--- src/rtl/imm_extend_unit.sv ---
// Immediate extension unit: extends a raw immediate per mode at push time and
// queues the OUT_W-bit results in a 2-entry FIFO with valid/ready handshakes.
module imm_extend_unit #(
  parameter int IN_W     = 16,
  parameter int OUT_W    = 32,
  parameter int BR_SHIFT = 2
) (
  input  logic             clk,
  input  logic             rst,
  input  logic             in_valid,
  output logic             in_ready,
  input  logic [IN_W-1:0]  in_data,
  input  logic [1:0]       in_mode,
  output logic             out_valid,
  input  logic             out_ready,
  output logic [OUT_W-1:0] out_data,
  output logic [15:0]      out_count
);

  localparam int PAD_W = OUT_W - IN_W;

  logic [1:0]       count_reg;
  logic [OUT_W-1:0] head_reg;
  logic [OUT_W-1:0] tail_reg;
  logic [15:0]      out_count_reg;
  logic [OUT_W-1:0] sext_value;
  logic [OUT_W-1:0] zext_value;
  logic [OUT_W-1:0] upper_value;
  logic [OUT_W-1:0] branch_value;
  logic [OUT_W-1:0] ext_value;
  logic             push;
  logic             pop;

  assign sext_value   = {{PAD_W{in_data[IN_W-1]}}, in_data};
  assign zext_value   = {{PAD_W{1'b0}}, in_data};
  assign upper_value  = {in_data, {PAD_W{1'b0}}};
  assign branch_value = sext_value << BR_SHIFT;

  always_comb begin
    ext_value = sext_value;
    case (in_mode)
      2'b00:   ext_value = sext_value;
      2'b01:   ext_value = zext_value;
      2'b10:   ext_value = upper_value;
      2'b11:   ext_value = branch_value;
      default: ext_value = sext_value;
    endcase
  end

  // Handshake readiness comes purely from the occupancy register.
  assign in_ready  = (count_reg != 2'd2);
  assign out_valid = (count_reg != 2'd0);
  assign out_data  = head_reg;
  assign out_count = out_count_reg;
  assign push      = in_valid && in_ready;
  assign pop       = out_valid && out_ready;

  always_ff @(posedge clk or posedge rst) begin
    if (rst) begin
      count_reg     <= 2'd0;
      head_reg      <= '0;
      tail_reg      <= '0;
      out_count_reg <= 16'd0;
    end else begin
      case ({push, pop})
        2'b10: begin
          if (count_reg == 2'd0) head_reg <= ext_value;
          else                   tail_reg <= ext_value;
          count_reg <= count_reg + 2'd1;
        end
        2'b01: begin
          head_reg  <= tail_reg;
          count_reg <= count_reg - 2'd1;
        end
        // Push and pop together only happen with one entry (full blocks push).
        2'b11: head_reg <= ext_value;
        default: ;
      endcase
      if (pop) out_count_reg <= out_count_reg + 16'd1;
    end
  end

endmodule

--- config.mk ---
export PLATFORM = sky130hd
export DESIGN_NAME = imm_extend_unit
export DESIGN_NICKNAME = d
export VERILOG_FILES = /design/src/rtl/imm_extend_unit.sv
export SDC_FILE = /design/constraint.sdc
export NUM_CORES = 1
export LEC_CHECK = 0
export BUFFER_PORTS_ARGS = -buffer_cell sky130_fd_sc_hd__buf_2
export CAP_MARGIN = 20
export CORE_ASPECT_RATIO = 1.2
export CORE_MARGIN = 4
export CORE_UTILIZATION = 30
export CTS_CLUSTER_DIAMETER = 40
export DETAILED_ROUTE_END_ITERATION = 16
export PLACE_DENSITY = 0.51
export SYNTH_ARGS = -nofsm -noshare
export SYNTH_HDL_FRONTEND = slang
export SYNTH_SLANG_ARGS = --single-unit
--- constraint.sdc ---
create_clock -name clk -period 2.43 [get_ports clk]
set_clock_uncertainty 0.2 [all_clocks]
set_input_delay 0 -clock clk [delete_from_list [all_inputs] [get_ports clk]]
set_output_delay 0 -clock clk [all_outputs]
set_load 0.01 [all_outputs]
==> flow_metrics.env, run 1 <==
export IMPL_portBuffers=71
export IMPL_async_flop_share_pct=100
export IMPL_routed_via_density=4.60
export IMPL_clk_pin_slew_ns=0.06
export IMPL_drive_gt1_share_pct=20.3
export IMPL_grt_use_met1_pct=18.0
export IMPL_use_met2_pct=21.2
export IMPL_power_density_nw_per_um2=1070
export IMPL_num_vias=3179
export IMPL_overflow=0
export IMPL_wl_microns=10000
export IMPL_hold_viol=0
export IMPL_drc=0
export IMPL_ys_seq_area_share_pct=50.5
export IMPL_path_cells="nor2_4 > inv_2 > nand2_2 > inv_4 > ha_1 > buf_4 > mux2_2 > o21ai_1"
export IMPL_maxSlewHeadroom_pct=69.8
export IMPL_finish_net_count=543
export IMPL_track_usage_pct=13.4
export IMPL_synth_nets=451
export IMPL_ioPinCount=72
export IMPL_start_util_pct=30.7
export IMPL_first_iter_violations=254
export IMPL_synth_enable_flop_cells=0
export IMPL_finalSetupViolations=0
export IMPL_clock_sinks=82
export IMPL_leakage_nw=2.45
export IMPL_drt_first_pass_iters=4
export IMPL_synth_flop_cell="dfrtp_1"
export IMPL_cts_root_buf="clkbuf_16"
export IMPL_path_delay_family="flip-flops"
export IMPL_place_hpwl_microns=6930
export IMPL_busiest_layer="met2"
export IMPL_antenna_found_initial=0
export IMPL_synth_top_area_share_pct=50.5
export IMPL_p_total_mw=5.53
export IMPL_status="finished, final reports clean"
export IMPL_cp_arrival_ns=2.24
export IMPL_critPathSlowestCell="dfrtp_1"
export IMPL_synth_cell_types=37
export IMPL_vdd_ir_drop_max_uv=437
export IMPL_final_max_slew_viol_count=0
export IMPL_yosys_area_top_type="dfrtp_1"
export IMPL_detail_route_antenna_nets=0
export IMPL_gr_usage_met3_pct=2.68
export IMPL_cpPeakStageDelay_ns=0.51
export IMPL_die_y_microns=136
export IMPL_grt_pass1_wl_microns=16400
export IMPL_syn_area_sq_um=4070
export IMPL_row_count=46
export IMPL_area_growth_pct=26.7
export IMPL_synth_seq_cells=82
export IMPL_synth_area_per_cell_sq_um=9.54
export IMPL_grt_start_max_net_pins=83
export IMPL_netlist_instances=426
export IMPL_crit_fanout=34
export IMPL_tns_ns=0
export IMPL_core_area_sq_um=13200
export IMPL_crit_type="reg -> reg"
export IMPL_synth_warnings=0
export IMPL_drv_cap=0
export IMPL_startpoint_type="flip-flop"
export IMPL_endpoint_kind="flip-flop"
export IMPL_cts_resized=0
export IMPL_worst_hold_path_type="in -> async"
export IMPL_post_route_util_pct=38.9
export IMPL_crit_required_ns=2.49
export IMPL_fp_dieArea_sq_um=15500
export IMPL_numCtsBuffers=9
export IMPL_post_cts_buffers=0
export IMPL_place_congestion=0.733
export IMPL_die_w_microns=114
export IMPL_clock_latency_ns=0.33
export IMPL_cp_num_buf_inv=3
export IMPL_n_antenna_cell=0
export IMPL_fin_crit_sh_pct=89.6
export IMPL_yosys_top_cells_area="dfrtp_1 (50%), nor2b_1 (8.3%), nand2_1 (5.5%)"
export IMPL_cts_tree="yes"
export IMPL_htree_levels=3
export IMPL_first_global_vias=3134
export IMPL_worst_pin_slew_ns=0.453
export IMPL_rsz0062_at_grt="no"
export IMPL_min_period_ns=2.18
export IMPL_routedWlPerCell_microns=14.5
export IMPL_clockBufferDepth=2
export IMPL_clock_fmax_mhz=459
[power by group]
part | internal [mW] | leakage (nW) | total, mW | switching [mW]
Clock | 0.716 | 0.133 | 1.23 | 0.519
Combinational | 0.869 | 1.28 | 2.00 | 1.13
Sequential | 1.93 | 1.05 | 2.29 | 0.367
Total | 3.51 | 2.45 | 5.53 | 2.02
[path summary, 6_finish.rpt]
| path | from | to | slack (ns) | cells after the start |
|---|---|---|---|---|
| worst min register to register | out_data[4]$_DFFE_PP0P_ | out_data[4]$_DFFE_PP0P_ | 0.27 | 2 |
| min in group clk | in_mode[0] | tail_reg[31]$_DFFE_PP0P_ | 0.14 | 4 |
| worst max register to register | count_reg[0]$_DFFE_PP0P_ | out_data[2]$_DFFE_PP0P_ | 0.25 | 8 |
| max in group asynchronous | rst | tail_reg[21]$_DFFE_PP0P_ | 1.58 | 4 |
| worst min-delay path | rst | out_count[15]$_DFFE_PP0P_ | 0.11 | 4 |
| worst max-delay path | count_reg[0]$_DFFE_PP0P_ | out_data[2]$_DFFE_PP0P_ | 0.25 | 8 |
[worst reg2reg max path, cell delays in order (launching register included)]
cell     delay (ns)
dfrtp_1        0.51
nor2_4         0.09
inv_2          0.09
nand2_2        0.09
inv_4          0.10
ha_1           0.21
buf_4          0.32
mux2_2         0.39
o21ai_1        0.10
[through the flow]
| stage | std cells | instance area (sq um) | hold WS [ns] | worst slack [ns] |
|---|---|---|---|---|
| final | 691 | 5150 | 0.108 | 0.253 |
| after CTS | 691 | 5150 | 0.115 | 0.231 |
| after detailed placement | 648 | 4620 | -0.0629 | 0.252 |
| after global placement | 648 | 4620 | -0.0638 | 0.308 |
| after floorplan | 426 | 4070 | -0.0270 | 0.122 |
| after global routing | 691 | 5150 | 0.150 | 0.0705 |
[cell usage in the layout, fill, tap and decap left out, types with 4 or more instances in the layout]
master	instances
xor2_1	7
dlygate4sd3_1	27
nand2_1	60
a221oi_1	15
inv_1	20
buf_2	71
o21ai_0	44
o31ai_1	13
clkinv_2	4
buf_4	6
clkbuf_16	9
and2_1	14
dfrtp_1	82
a21o_1	15
a21oi_1	18
nor2b_1	54
o21ai_1	6
xnor2_1	11
nor2_1	8
nand3_1	5
[per-layer routing]
metal	share of wire (%)	up-vias
met5	0	-
met2	48	62
li1	-	1620
met4	2.0	0
met3	4.2	14
met1	46	1483
[final cells by class]
class / instances / area (sq um)
fillers: 1382 / 8090
flip-flops and latches: 82 / 2050
repair buffers: 107 / 731
multi-input cells: 295 / 1800
inverters: 23 / 90.1
clock inverters: 3 / 15.0
well taps: 168 / 210
clock buffers: 13 / 250
[cells in the mapped netlist (2+ instances only)]
cell and count:
a221oi_1 15, ha_1 3, and2_1 14, o21ai_1 6
o31ai_1 13, mux2_2 3, buf_6 2, a21oi_1 18
clkbuf_1 17, nand4_1 3, o21ai_0 44, nand3_1 5
nand2_1 60, nor2_1 8, nand2b_1 3, a21o_1 15
inv_1 21, xnor2_1 11, dfrtp_1 82, buf_2 6
xor2_1 7, nor4_4 2, nor2b_1 54
[cell families after synthesis]
group	Yosys count	share of synthesized area [%]
multiplexers	3	0.831
XOR/XNOR	18	3.88
AND/OR/NAND/NOR	157	20.7
flip-flops	82	50.5
AO/OA/AOI/OAI	114	18.0
adder cells (fa/ha/maj)	3	0.923
buffers and inverters	49	5.17
[what timing repair did]
item	in CTS	in global routing
hold endpoints to repair	119	0
setup endpoints to repair	0	0
hold buffers	27	0
Power figures use the tool's default switching activity.
==> run 2, diff against run 1 <==
PLACE_DENSITY = default   (was 0.51)
PLACE_DENSITY_LB_ADDON = 0.25   (was default)
clock period = 2.25 ns   (was 2.43 ns; I/O delays follow)
==> run 2 against run 1 <==
Global-route usage up 1.1 points. Flip-flop and latch count unchanged. Wire length up 5.4%. Sequential power up 8.7%. First-iteration DRC count down 37%. Largest cell class unchanged. Highest routed layer unchanged.
==> flow_metrics.env, run 2 (synthesis results as in run 1) <==
export IMPL_final_max_slew_viol_count=0
export IMPL_n_antenna_cell=0
export IMPL_rsz0062_at_grt="no"
export IMPL_worst_hold_path_type="in -> async"
export IMPL_clockBufferDepth=2
export IMPL_place_hpwl_microns=7440
export IMPL_crit_type="reg -> reg"
export IMPL_min_period_ns=2.09
export IMPL_critPathSlowestCell="dfrtp_1"
export IMPL_tns_ns=0
export IMPL_track_usage_pct=14.5
export IMPL_area_growth_pct=28.8
export IMPL_clock_sinks=82
export IMPL_drt_first_pass_iters=4
export IMPL_num_vias=3289
export IMPL_row_count=46
export IMPL_cp_depth=9
export IMPL_fillers=1355
export IMPL_routedWlPerCell_microns=15.2
export IMPL_cts_root_buf="clkbuf_16"
export IMPL_clock_latency_ns=0.34
export IMPL_path_cells="nor2_4 > inv_2 > nand2_2 > inv_4 > ha_1 > nor2_1 > buf_4 > a221oi_1 > a21o_1"
export IMPL_ff2ff_path_depth=9
export IMPL_wl_microns=10600
export IMPL_leakage_nw=2.49
export IMPL_numCtsBuffers=9
export IMPL_first_iter_violations=160
export IMPL_cts_tree="yes"
export IMPL_finish_net_count=550
export IMPL_finalSetupViolations=0
export IMPL_worst_pin_slew_ns=0.520
export IMPL_fp_dieArea_sq_um=15500
export IMPL_core_area_sq_um=13200
export IMPL_register_area_sq_um=2050
export IMPL_routed_via_density=4.72
export IMPL_path_delay_family="flip-flops"
export IMPL_cp_num_buf_inv=3
export IMPL_cpPeakStageDelay_ns=0.45
export IMPL_grt_start_max_net_pins=63
export IMPL_place_congestion=0.771
export IMPL_portBuffers=71
export IMPL_drc=0
export IMPL_final_cell_mix="dfrtp_1 (81), buf_2 (71), nand2_1 (60), nor2b_1 (54), o21ai_0 (44)"
export IMPL_drv_cap=0
export IMPL_cp_arrival_ns=2.12
export IMPL_clk_pin_slew_ns=0.06
export IMPL_start_util_pct=30.7
export IMPL_dp_slack_ns=0.163
export IMPL_drive_gt1_share_pct=21.6
export IMPL_hold_viol=0
export IMPL_crit_required_ns=2.28
export IMPL_wl_met2_microns=5340
export IMPL_die_y_microns=136
export IMPL_endpoint_kind="flip-flop"
export IMPL_multiInputGateArea_sq_um=1800
export IMPL_ioPinCount=72
export IMPL_die_w_microns=114
export IMPL_clock_fmax_mhz=479
export IMPL_layout_commonest_cell="dfrtp_1"
export IMPL_grt_pass1_wl_microns=17600
export IMPL_vdd_ir_drop_max_uv=404
export IMPL_startpoint_type="flip-flop"
export IMPL_dpl_instance_area_sq_um=4660
export IMPL_fin_crit_sh_pct=92.7
export IMPL_highest_layer="met4"
export IMPL_maxSlewHeadroom_pct=65.2
export IMPL_drt_met1_wl_microns=4650
export IMPL_antenna_found_initial=0
export IMPL_finalWorstSetupSlack_ns=0.163
export IMPL_htree_levels=3
export IMPL_status="finished, final reports clean"
export IMPL_first_global_vias=3216
export IMPL_crit_fanout=15
export IMPL_met3_length_microns=420
export IMPL_detail_route_antenna_nets=0
export IMPL_final_area_sq_um=5240
export IMPL_overflow=0
export IMPL_power_density_nw_per_um2=1170
[run 2: cell types whose count changed in the layout (fill, tap and decap cells not counted)]
cell,before,now
dfrtp_1,82,81
buf_4,6,11
dfrtp_2,0,1
clkinvlp_4,0,1
dlygate4sd3_1,27,29
clkbuf_8,1,4
clkbuf_1,3,0
clkinv_2,4,2
[run 2: layout make-up]
class	count	share of cell area [%]
tap	168	4.01
clock inverter	2	0.191
sequential	82	39.2
multi-input combinational	295	34.4
clock buffer	13	5.35
inverter	23	1.77
timing repair buffer	114	15.1
[run 2: per-stage QoR]
step	util, %	hold WS [ns]	total power [mW]	std cells
2_1_floorplan	-	-0.0270	3.90	426
3_3_place_gp	35.2	-0.131	4.68	653
3_5_place_dp	35.2	-0.128	4.74	653
4_1_cts	39.6	0.0567	6.24	697
5_1_grt	39.6	0.109	6.62	697
6_report	39.6	0.0480	6.14	697
[run 2: worst reg2reg max path, stage by stage (launching register included)]
cell	delay, ns
dfrtp_1	0.45
nor2_4	0.18
inv_2	0.08
nand2_2	0.11
inv_4	0.06
ha_1	0.27
nor2_1	0.12
buf_4	0.22
a221oi_1	0.12
a21o_1	0.17
[run 2: metal layers]
layer | vias to the layer above | global-route usage [%]
met5 | - | 0
met4 | 0 | 5.15
met3 | 16 | 3.13
met2 | 67 | 23.5
met1 | 1573 | 19.2
li1 | 1633 | -
[run 2: final timing paths]
check / startpoint / endpoint / slack, ns
worst max-delay path: count_reg[0]$_DFFE_PP0P_ / out_data[28]$_DFFE_PP0P_ / 0.16
worst min-delay path: rst / tail_reg[23]$_DFFE_PP0P_ / 0.05
worst max register to register: count_reg[0]$_DFFE_PP0P_ / out_data[28]$_DFFE_PP0P_ / 0.16
worst min register to register: out_count[15]$_DFFE_PP0P_ / out_count[15]$_DFFE_PP0P_ / 0.27
max in group asynchronous: rst / out_count[11]$_DFFE_PP0P_ / 1.12
min in group clk: in_mode[0] / tail_reg[31]$_DFFE_PP0P_ / 0.07
[run 2: report_power, final]
| group | internal (mW) | total, mW | switching [mW] |
|---|---|---|---|
| clock network | 0.858 | 1.43 | 0.571 |
| logic | 0.965 | 2.21 | 1.25 |
| registers | 2.08 | 2.49 | 0.412 |
| total | 3.91 | 6.14 | 2.23 |
[run 2: timing repair]
item | 4_1_cts | 5_1_grt
gates resized for setup | 0 | 1
endpoints found under the setup margin | 0 | 2
hold buffers | 29 | 0
setup buffers | 0 | 0
endpoints found under the hold margin | 113 | 0
==> run 3, diff against run 2 <==
CTS_CLUSTER_DIAMETER = default   (was 40)
SKIP_LAST_GASP = 1   (was default)
clock period = 1.7 ns   (was 2.25 ns; I/O delays follow)
==> run 3 against run 2 <==
The run now ends with negative hold slack, negative setup slack left. Clock power is 69% higher. Largest cell class unchanged. Non-clock buffer count is 35 higher. Sequential share of layout area is 4.7 points lower. Utilization is 5.4 points higher. Hold slack worse by 0.12 ns. Clock-buffer cell count is 2 lower. Wire length is 4.2% higher. Total power is 60% higher. Critical path depth stayed put. Global-route usage is 0.38 points higher.
==> flow_metrics.env, run 3 (synthesis results as in run 1) <==
export IMPL_cp_arrival_ns=1.84
export IMPL_min_period_ns=1.81
export IMPL_track_usage_pct=14.9
export IMPL_crit_type="reg -> reg"
export IMPL_critPathSlowestCell="dfrtp_2"
export IMPL_die_y_microns=136
export IMPL_htree_levels=3
export IMPL_final_cell_mix="dfrtp_1 (79), buf_2 (71), nand2_1 (58), nor2b_1 (53), buf_4 (34)"
export IMPL_drv_cap=0
export IMPL_power_density_nw_per_um2=1650
export IMPL_violations="negative hold slack, negative setup slack"
export IMPL_drive_gt1_share_pct=31.0
export IMPL_clk_pin_slew_ns=0.06
export IMPL_detail_route_antenna_nets=0
export IMPL_grt_start_max_net_pins=32
export IMPL_area_growth_pct=46.4
export IMPL_drt_first_pass_iters=4
export IMPL_first_iter_violations=140
export IMPL_grt_pass1_wl_microns=17900
export IMPL_rsz0062_at_grt="yes"
export IMPL_crit_required_ns=1.73
export IMPL_antenna_found_initial=0
export IMPL_placed_cells=679
export IMPL_routed_via_density=4.66
export IMPL_p_total_mw=9.83
export IMPL_num_vias=3413
export IMPL_cts_root_buf="clkbuf_16"
export IMPL_row_count=46
export IMPL_finalSetupViolations=58
export IMPL_maxSlewHeadroom_pct=60.6
export IMPL_path_cells="nor2_4 > inv_4 > nand2_8 > inv_6 > ha_4 > buf_12 > nand2_1 > o21ai_0 > mux2_2"
export IMPL_hold_viol=2
export IMPL_start_util_pct=30.7
export IMPL_routedWlPerCell_microns=15.1
export IMPL_startpoint_type="flip-flop"
export IMPL_wl_microns=11000
export IMPL_worst_hold_path_type="in -> reg"
export IMPL_place_hpwl_microns=7580
export IMPL_place_congestion=0.818
export IMPL_crit_fanout=20
export IMPL_finish_net_count=585
export IMPL_die_w_microns=114
export IMPL_layout_commonest_cell="dfrtp_1"
export IMPL_fp_dieArea_sq_um=15500
export IMPL_clock_sinks=82
export IMPL_clock_latency_ns=0.35
export IMPL_first_global_vias=3478
export IMPL_cts_tree="yes"
export IMPL_cts_hold_buf=27
export IMPL_worst_pin_slew_ns=0.590
export IMPL_cpPeakStageDelay_ns=0.43
export IMPL_finalWorstSetupSlack_ns=-0.114
export IMPL_fillers=1284
export IMPL_core_area_sq_um=13200
export IMPL_holdWs_ns=-0.0687
export IMPL_clockBufferDepth=2
export IMPL_clock_fmax_mhz=551
export IMPL_ioPinCount=72
export IMPL_final_cells=733
export IMPL_n_antenna_cell=0
export IMPL_vdd_ir_drop_max_uv=665
export IMPL_endpoint_kind="flip-flop"
export IMPL_overflow=0
export IMPL_portBuffers=71
export IMPL_drc=0
export IMPL_fin_crit_sh_pct=107
export IMPL_final_max_slew_viol_count=0
export IMPL_leakage_nw=2.81
export IMPL_numCtsBuffers=9
export IMPL_status="complete, but fails checks"
run 3: what timing repair did:
action,CTS,global route
gates resized for setup,6,23
pin swaps,5,4
hold endpoints to repair,116,1
setup endpoints to repair,69,70
buffers inserted,3,4
gates cloned,2,2
run 3: critical path, delay by kind of cell (launching register included):
| kind | cells | cell delay, ns |
|---|---|---|
| mux | 1 | 0.27 |
| flops | 1 | 0.43 |
| simple gates | 3 | 0.27 |
| buf+inv | 3 | 0.26 |
| compound gates | 1 | 0.08 |
| fa+ha+maj | 1 | 0.19 |
run 3: per-layer routing:
metal	share of wire, %	track usage (%)	up-vias	wire (microns)
met3	3.8	3.13	18	423
met1	45	18.9	1623	5020
li1	-	-	1707	-
met2	48	24.1	65	5320
met5	0	0	-	0
met4	2.4	7.19	0	270
run 3: power breakdown:
group	internal (mW)	switching, mW	total (mW)
logic	2.12	2.05	4.18
clock network	1.62	0.794	2.42
registers	2.76	0.477	3.24
run 3: layout make-up:
cell class	instances	area (sq um)	area share, %
clock buffers	11	243	4.08
clock inverters	5	125	2.10
inverters	23	97.6	1.64
multi-input cells	295	1970	33.1
flip-flops and latches	82	2060	34.5
well taps	168	210	3.53
repair buffers	149	1250	21.0
run 3: worst paths after layout:
kind                                          start                  endpoint  slack (ns)  cells past startpoint
min                                       out_ready  count_reg[0]$_DFFE_PP0P_       -0.07                      4
max reg2reg                count_reg[1]$_DFFE_PP0P_  out_data[31]$_DFFE_PP0P_       -0.11                      9
max in group asynchronous                       rst  out_data[16]$_DFFE_PP0P_        0.68                      4
min in group asynchronous                       rst  tail_reg[17]$_DFFE_PP0P_        0.07                      3
min reg2reg                 out_data[4]$_DFFE_PP0P_   out_data[4]$_DFFE_PP0P_        0.27                      2
max                        count_reg[1]$_DFFE_PP0P_  out_data[31]$_DFFE_PP0P_       -0.11                      9
run 3: through the flow:
stage	TNS (ns)	hold WS [ns]	instance area (sq um)	worst slack [ns]	util, %
after floorplan	-5.05	-0.0200	4240	-0.193	-
final	-3.38	-0.0687	5950	-0.114	45.0
after detailed placement	-3.98	-0.0967	5040	-0.144	38.1
after global routing	-8.00	-0.0640	5950	-0.185	45.0
after global placement	-2.48	-0.0998	5040	-0.119	38.1
after CTS	-4.58	-0.0307	5800	-0.132	43.8
